[config.mk]
export PLATFORM = sky130hd
export DESIGN_NAME = display_buffer
export DESIGN_NICKNAME = d
export VERILOG_FILES = /design/src/rtl/display_buffer.sv
export SDC_FILE = /design/constraint.sdc
export NUM_CORES = 1
export LEC_CHECK = 0
export ABC_AREA = 1
export BUFFER_PORTS_ARGS = -buffer_cell sky130_fd_sc_hd__buf_2
export CAP_MARGIN = 10
export CORE_MARGIN = 3
export CORE_UTILIZATION = 30
export CTS_BUF_LIST = sky130_fd_sc_hd__clkbuf_8
export DETAILED_ROUTE_END_ITERATION = 6
export PLACE_DENSITY_LB_ADDON = 0.2
export SYNTH_ARGS = -nofsm -noshare
export SYNTH_HDL_FRONTEND = slang
export SYNTH_SLANG_ARGS = --single-unit
[constraint.sdc]
create_clock -name clk -period 5.6 [get_ports clk]
set_input_delay 1.12 -clock clk [delete_from_list [all_inputs] [get_ports clk]]
set_output_delay 1.12 -clock clk [all_outputs]
set_load 0.01 [all_outputs]
[src/rtl/display_buffer.sv]
// Calculator display line buffer. Collects keypad symbols into a packed
// vector for the VGA text renderer. Handles backspace and clear. After '='
// the next operand key wipes the line one slot per cycle and then starts a
// new entry with that key.
module display_buffer #(
  parameter int unsigned maxInput = 60
) (
  input  logic                clk,
  input  logic                rst_n,
  input  logic                in_valid,
  output logic                in_ready,
  input  logic [1:0]          in_op,
  input  logic [3:0]          in_code,
  output logic [maxInput-1:0] numbers,
  output logic [4:0]          count,
  output logic                full,
  output logic                empty,
  output logic                overflow
);

  localparam int unsigned SLOTS   = maxInput / 4;
  localparam logic [4:0]  SlotsC  = 5'(SLOTS);
  localparam logic [4:0]  LastPtr = 5'(SLOTS - 1);

  localparam logic [1:0] OpAppend    = 2'b00;
  localparam logic [1:0] OpBackspace = 2'b01;
  localparam logic [1:0] OpClear     = 2'b10;

  localparam logic [3:0] CodeEq    = 4'he;
  localparam logic [3:0] CodeBlank = 4'hf;

  typedef enum logic [1:0] {
    StEdit,
    StResult,
    StClearing
  } state_e;

  state_e                state_q, state_d;
  logic [maxInput-1:0]   numbers_q, numbers_d;
  logic [4:0]            count_q, count_d;
  logic                  ovf_q, ovf_d;
  logic [4:0]            ptr_q, ptr_d;
  logic                  pend_q, pend_d;
  logic [3:0]            pcode_q, pcode_d;
  logic                  hs;

  assign in_ready = (state_q != StClearing);
  assign hs       = in_valid & in_ready;

  // Next-state: command decode in EDIT/RESULT, progressive wipe in CLEARING
  always_comb begin
    state_d   = state_q;
    numbers_d = numbers_q;
    count_d   = count_q;
    ovf_d     = ovf_q;
    ptr_d     = ptr_q;
    pend_d    = pend_q;
    pcode_d   = pcode_q;
    unique case (state_q)
      StEdit, StResult: begin
        if (hs) begin
          unique case (in_op)
            OpAppend: begin
              if (state_q == StEdit) begin
                if (count_q == SlotsC) begin
                  ovf_d = 1'b1;
                end else if (in_code != CodeBlank) begin
                  for (int unsigned k = 0; k < SLOTS; k++) begin
                    if (count_q == 5'(k)) numbers_d[4*k +: 4] = in_code;
                  end
                  count_d = count_q + 5'd1;
                  if (in_code == CodeEq) state_d = StResult;
                end
              end else if (in_code <= 4'hd) begin
                // Operand after a result: wipe the line, then start with this key
                pcode_d = in_code;
                pend_d  = 1'b1;
                ptr_d   = 5'd0;
                state_d = StClearing;
              end
            end
            OpBackspace: begin
              if (count_q != 5'd0) begin
                for (int unsigned k = 0; k < SLOTS; k++) begin
                  if (count_q == 5'(k + 1)) numbers_d[4*k +: 4] = CodeBlank;
                end
                count_d = count_q - 5'd1;
              end
              state_d = StEdit;
            end
            OpClear: begin
              ptr_d   = 5'd0;
              pend_d  = 1'b0;
              state_d = StClearing;
            end
            default: ;
          endcase
        end
      end
      StClearing: begin
        for (int unsigned k = 0; k < SLOTS; k++) begin
          if (ptr_q == 5'(k)) numbers_d[4*k +: 4] = CodeBlank;
        end
        ptr_d = ptr_q + 5'd1;
        if (ptr_q == LastPtr) begin
          ovf_d   = 1'b0;
          ptr_d   = 5'd0;
          state_d = StEdit;
          if (pend_q) begin
            numbers_d[3:0] = pcode_q;
            count_d        = 5'd1;
            pend_d         = 1'b0;
          end else begin
            count_d = 5'd0;
          end
        end
      end
      default: state_d = StEdit;
    endcase
  end

  // State registers with synchronous active-low reset
  always_ff @(posedge clk) begin
    if (!rst_n) begin
      state_q   <= StEdit;
      numbers_q <= '1;
      count_q   <= 5'd0;
      ovf_q     <= 1'b0;
      ptr_q     <= 5'd0;
      pend_q    <= 1'b0;
      pcode_q   <= 4'h0;
    end else begin
      state_q   <= state_d;
      numbers_q <= numbers_d;
      count_q   <= count_d;
      ovf_q     <= ovf_d;
      ptr_q     <= ptr_d;
      pend_q    <= pend_d;
      pcode_q   <= pcode_d;
    end
  end

  assign numbers  = numbers_q;
  assign count    = count_q;
  assign full     = (count_q == SlotsC);
  assign empty    = (count_q == 5'd0);
  assign overflow = ovf_q;

endmodule

Word level (Yosys, flattened, before mapping)
Index checks and enable logic that the tools add are counted.
{ "op_classes": {"n_addsub": 3, "n_mul": 0, "n_div": 0, "order_cmp": 1, "n_eq_ne": 97, "shifts": 0, "mux": 89, "bitwise": 2, "n_reduce_logical": 28} }
{ "op_table": {"columns": ["op", "n"], "rows": [
  ["two-way mux 60 bit", 5],
  ["one-hot mux 60 bit (2 select lines)", 2],
  ["two-way mux 4 bit", 47],
  ["AND reduction 10 bit", 14],
  ["!= test 3 bit, second input constant", 36],
  ["equality test 5 x 4 -> 1 bit, second input constant", 15],
  ["two-way mux 5 bit", 10],
  ["equality test 5 x 3 -> 1 bit, second input constant", 8],
  ["one-hot mux 5 bit (2 select lines)", 4],
  ["!= test 2 bit, second input constant", 18],
  ["equality test 5 x 2 -> 1 bit, second input constant", 4],
  ["!= test 4 bit, second input constant", 5],
  ["two-way mux 2 bit", 7],
  ["AND reduction 6 bit", 2],
  ["adder 5 x 1 -> 5 bit, second input constant", 2],
  ["equality test 5 x 1 -> 1 bit, second input constant", 2],
  ["logical NOT 5 bit", 2],
  ["AND reduction 5 bit", 2],
  ["two-way mux 1 bit", 9],
  ["AND reduction 9 bit", 1],
  ["AND reduction 8 bit", 1],
  ["AND reduction 7 bit", 1],
  ["!= test 3 x 1 -> 1 bit, second input constant", 2],
  ["one-hot mux 1 bit (2 select lines)", 3],
  ["15 further kinds", 18]
]} }
{ "totals": {"ff_bits": 78, "latchBits": 0, "mem_bits_rw": 0, "mem_bits_ro": 0, "in_bits": 9, "out_inout_bits": 69, "memories": 0} }

Depth between registers and ports, before layout
{ "logic_depth": {"depth_word": 8, "mapped_depth": 13} }

Least setup slack after synthesis
OpenSTA, ideal clock, no wires.
{ "synth_path": {"kind": "input-to-reg", "from": "input port in_op[0]", "to": "register numbers_q[10] (netlist: numbers[10])", "setup_ns": 0.134, "arrival_ns": 2.338, "path_slack_ns": 3.129, "path_stages": 12, "path_buffers": 2, "path_cell_list": "inv_1 -> ha_1 -> buf_4 -> nand2_1 -> inv_1 -> o21ai_4 -> buf_6 -> nand2_4 -> nor2_4 -> nand2_2 -> nand2_1 -> nand3_1"} }
{ "synth_between": {"elab_chain_cells": 4, "word_cells_on_any_way": 13, "classes_between": "eq/ne (8); mux (3); reduce/logical (2)"} }
{ "synth_lines": {"columns": ["element", "line", "source"], "rows": [
  ["start, declared", "12", "input logic [1:0] in_op,"],
  ["equality test 2 x 1 -> 1 bit / logical NOT 2 bit (equally long branches)", "62", "unique case (in_op)"],
  ["one-hot mux 60 bit (2 select lines)", "62", null],
  ["two-way mux 60 bit", "61", "if (hs) begin"],
  ["one-hot mux 60 bit (2 select lines)", "59", "unique case (state_q)"],
  ["end signal, assigned", "134", "numbers_q <= numbers_d;"],
  ["end, declared", "39", "logic [maxInput-1:0] numbers_q, numbers_d;"]
]} }
Parallel ways exist; a longest one is shown, timed or not. The select of a mux whose other input is x is not followed.
A chain may end at the register's enable or synchronous reset.

Final worst setup path
{ "layout_path": {"from": "input port in_op[0]", "to": "register numbers_q[9] (netlist: numbers[9])"} }
The elaborated chain is that of the path after synthesis.

==> summary.md <==
| Metric | Value |
|---|---|
| Worst reg2reg path startpoint | `state_q[1]$_SDFFE_PN0P_` |
| WS Path Type | `primary input to flop` |
| N_diodes | `0` |
| Initial antenna violation count | `0` |
| Slew headroom | `0.333` |
| Tmin final | `3490 ps` |
| Status | `completed` |
| Number of synthesized register bits | `78` |
| Ys Warns | `0` |
| Die extent in y | `129 µm` |
| Worst Hold Launch | `numbers[7]$_SDFFE_PN1P_` |
| Nets | `757` |
| Setup Skew | `between 15 and 20 ps` |
| Skew-Pair Late Insertion Delay | `380 ps` |
| Initial DRC Count | `about 420` |
| Fin crit share | `0.623` |
| Final Core Density | `0.354` |
| R2R cell count | `8` |
| First-pass GRT wire length | `21.3 mm` |
| Unique cell type count in the Yosys netlist | `32` |
| Setup bufs post-CTS | `0` |
| FF-to-FF setup slack | `2680 ps` |
| Hold_buf cts | `0` |
| Hold path depth | `2` |
| Fillcell total | `between 1500 and 2000` |
| Most Crowded Layer GR | `met2` |
| Largest cells by area after synthesis | `dfxtp_1 34%, nand3_1 16%, nand2_1 16%` |
| Reg2reg end | `numbers[9]$_SDFFE_PN1P_` |
| Total gr overflow | `0` |
| Site Rows | `44` |
| Port Buffers | `77` |
| Setup TNS | `0 ps` |
| Vias per cell | `just under 5` |
| Critical Path End Type | `flop` |
| Final setup fails | `0` |
| Vias in the first global route | `4262` |
| PwrDens | `421 nW/µm²` |
| P&R area growth vs syn | `14.2%` |
| Fin. Hold Viols | `0` |
| Final worst setup slack | `2110 ps` |
| Met2 Usage GRT | `0.260` |
| Top-area cell type share of the netlist area | `0.343` |
| Layout cells sized above 1 | `0.195` |
| WL final | `13.2 mm` |
| M1 GR Usage | `0.210` |
| Num CTS Buffers | `9` |
| Cells after synthesis | `677` |
| Multi-input gate area | `2570 µm²` |
| Placer Congestion | `0.891` |
| Leakage | `roughly 2.5 nW` |
| Register area | `1560 µm²` |
| Fin cells | `923` |
| IO Count | `between 70 and 80` |
| DRC | `0` |
| Seq/Total Area, Yosys | `0.343` |
| Unrepaired setup endpoints after global routing | `false` |
| Syn Nets | `699` |
| Post-synth top area cell | `dfxtp_1` |
| Core Box Area | `14700 µm²` |
| Post-cts gate resize count | `0` |
| DP HPWL | `around 9.6 mm` |
| M3 GR Usage | `0.0392` |
| Max Slew Vio Count | `0` |
| Post-DR wirelength/cell | `between 10 and 15 µm` |
| Initial Utilization | `0.310` |
| Netlist Area Pre-Place | `4550 µm²` |
| Max FO, Critical Path | `47` |
| Root Driver | `clkbuf_8` |
| Routed Antenna Nets | `0` |
| Critical path arrival | `3740 ps` |
| CTS tree | `built` |
| HP Class | `flop to flop` |
| Clock transition at path regs | `80 ps` |
| Placed Cells incl. Taps | `between 900 and 1000` |
| Worst path required time | `a little under 6000 ps` |
| Hold EP | `numbers[7]$_SDFFE_PN1P_` |
| Die area | `16700 µm²` |
| Largest net degree at the start of global routing | `between 40 and 50` |
| CP Launch Type | `primary input` |
| Drt first pass iters | `5` |
| Die width | `129 µm` |
| Worst Max-Slew Pin Slew | `998 ps` |
| Max-Cap Viols | `0` |
| FMAX | `287 MHz` |
| Clock sinks | `between 70 and 80` |
| GR Util All Layers | `0.160` |
| H-tree lvl count | `3` |
| Avg Cell Area, Syn | `6.72 µm²` |
| Worst vdd ir | `0.131 mV` |
| Deepest clock path buffer count | `2` |
| Pre-CTS setup slack | `1750 ps` |
| Routed vias | `4564` |
## per-stage QoR
stage	instance area (µm²)	power (mW)	hold WS, ps
5_1_grt	5200	2.37	471
3_5_place_dp	4980	1.72	439
6_report	5200	2.19	454
3_3_place_gp	4980	1.70	437
2_1_floorplan	4550	1.47	449
4_1_cts	5200	2.21	458
## flip-flops by register name, indices dropped and copies added (netlist names)
register  count
numbers      60
count         5
ptr_q         5
pcode_q       4
state_q       2
overflow      1
pend_q        1
## where the power goes
part	total (mW)	internal [mW]	switching, mW
logic	0.940	0.306	0.635
clock network	0.486	0.271	0.215
registers	0.760	0.673	0.0878
## worst max-delay path by stage
stage | start | end | slack [ps] | cells past startpoint
2_1_floorplan | in_op[0] | numbers[10]$_SDFFE_PN1P_ | 3130 | 12
3_3_place_gp | in_op[0] | numbers[6]$_SDFFE_PN1P_ | 1900 | 12
3_5_place_dp | in_op[0] | numbers[9]$_SDFFE_PN1P_ | 1750 | 12
4_1_cts | in_op[0] | numbers[9]$_SDFFE_PN1P_ | 2150 | 12
5_1_grt | in_op[1] | numbers[6]$_SDFFE_PN1P_ | 1890 | 12
6_report | in_op[0] | numbers[9]$_SDFFE_PN1P_ | 2110 | 12
## worst max-delay path, cell delays in order
cell	delay, ps
buf_2	90
inv_1	50
ha_1	370
inv_1	230
nor2_2	130
nand2_1	100
o21ai_0	180
nor2_4	830
buf_4	380
nand2_2	110
nand2_1	80
nand3_1	60
## cell usage after synthesis
master,instances
nand2_4,7
a21boi_1,1
a211oi_1,1
o21ai_2,1
clkbuf_1,8
xnor2_1,2
nand4_1,14
nor2_1,55
ha_1,13
inv_1,50
nor2_2,13
nand2_2,10
inv_2,5
a21oi_2,1
xor2_1,1
o21ai_4,1
nand3_1,150
clkinv_1,2
o21ai_1,3
buf_4,5
o21ai_0,14
dfxtp_1,78
buf_2,11
nor2_8,1
buf_6,8
o21bai_1,1
o211ai_1,5
nor3_1,2
nand2_1,189
nor2_4,6
nand3_2,5
a21oi_1,14
## cell type report
| cell class | instances | area share |
|---|---|---|
| Tap cell | 184 | 0.0443 |
| Inverter | 57 | 0.0412 |
| Multi-Input combinational cell | 510 | 0.494 |
| Clock buffer | 11 | 0.0291 |
| Sequential cell | 78 | 0.300 |
| Clock inverter | 4 | 0.0137 |
| Timing Repair Buffer | 79 | 0.0770 |
## cell families after synthesis
group,count (synthesis),synth area share
AOI/OAI and AO/OA,42,0.0547
xor gates and xnor gates,3,0.00578
adders and majority gates,13,0.0357
buffers and inverters,89,0.0938
DFF,78,0.343
and+or+nand+nor,452,0.467
## routing by layer
layer  share of wire  up-vias
met5               0        -
met4           0.018        0
met3           0.053       28
met2            0.45      132
met1            0.48     2093
li1                -     2311
## placed cells by master, fill, tap and decap left out, types with 2 or more instances in the layout
cell type,Yosys,routed
nor2_2,13,13
o21ai_0,14,14
nand2_2,10,10
inv_1,50,51
nand2_1,189,189
dfxtp_1,78,78
nand3_2,5,5
ha_1,13,13
buf_4,5,2
clkbuf_8,0,11
nand4_1,14,14
a21oi_1,14,14
buf_2,11,77
bufinv_16,0,2
o21ai_1,3,3
nor2_4,6,7
o211ai_1,5,5
clkinv_1,2,2
nor2_1,55,54
nor3_1,2,2
nand3_1,150,150
nand2_4,7,7
inv_2,5,5
xnor2_1,2,2
Note: power is estimated with default switching activity, not from simulation.
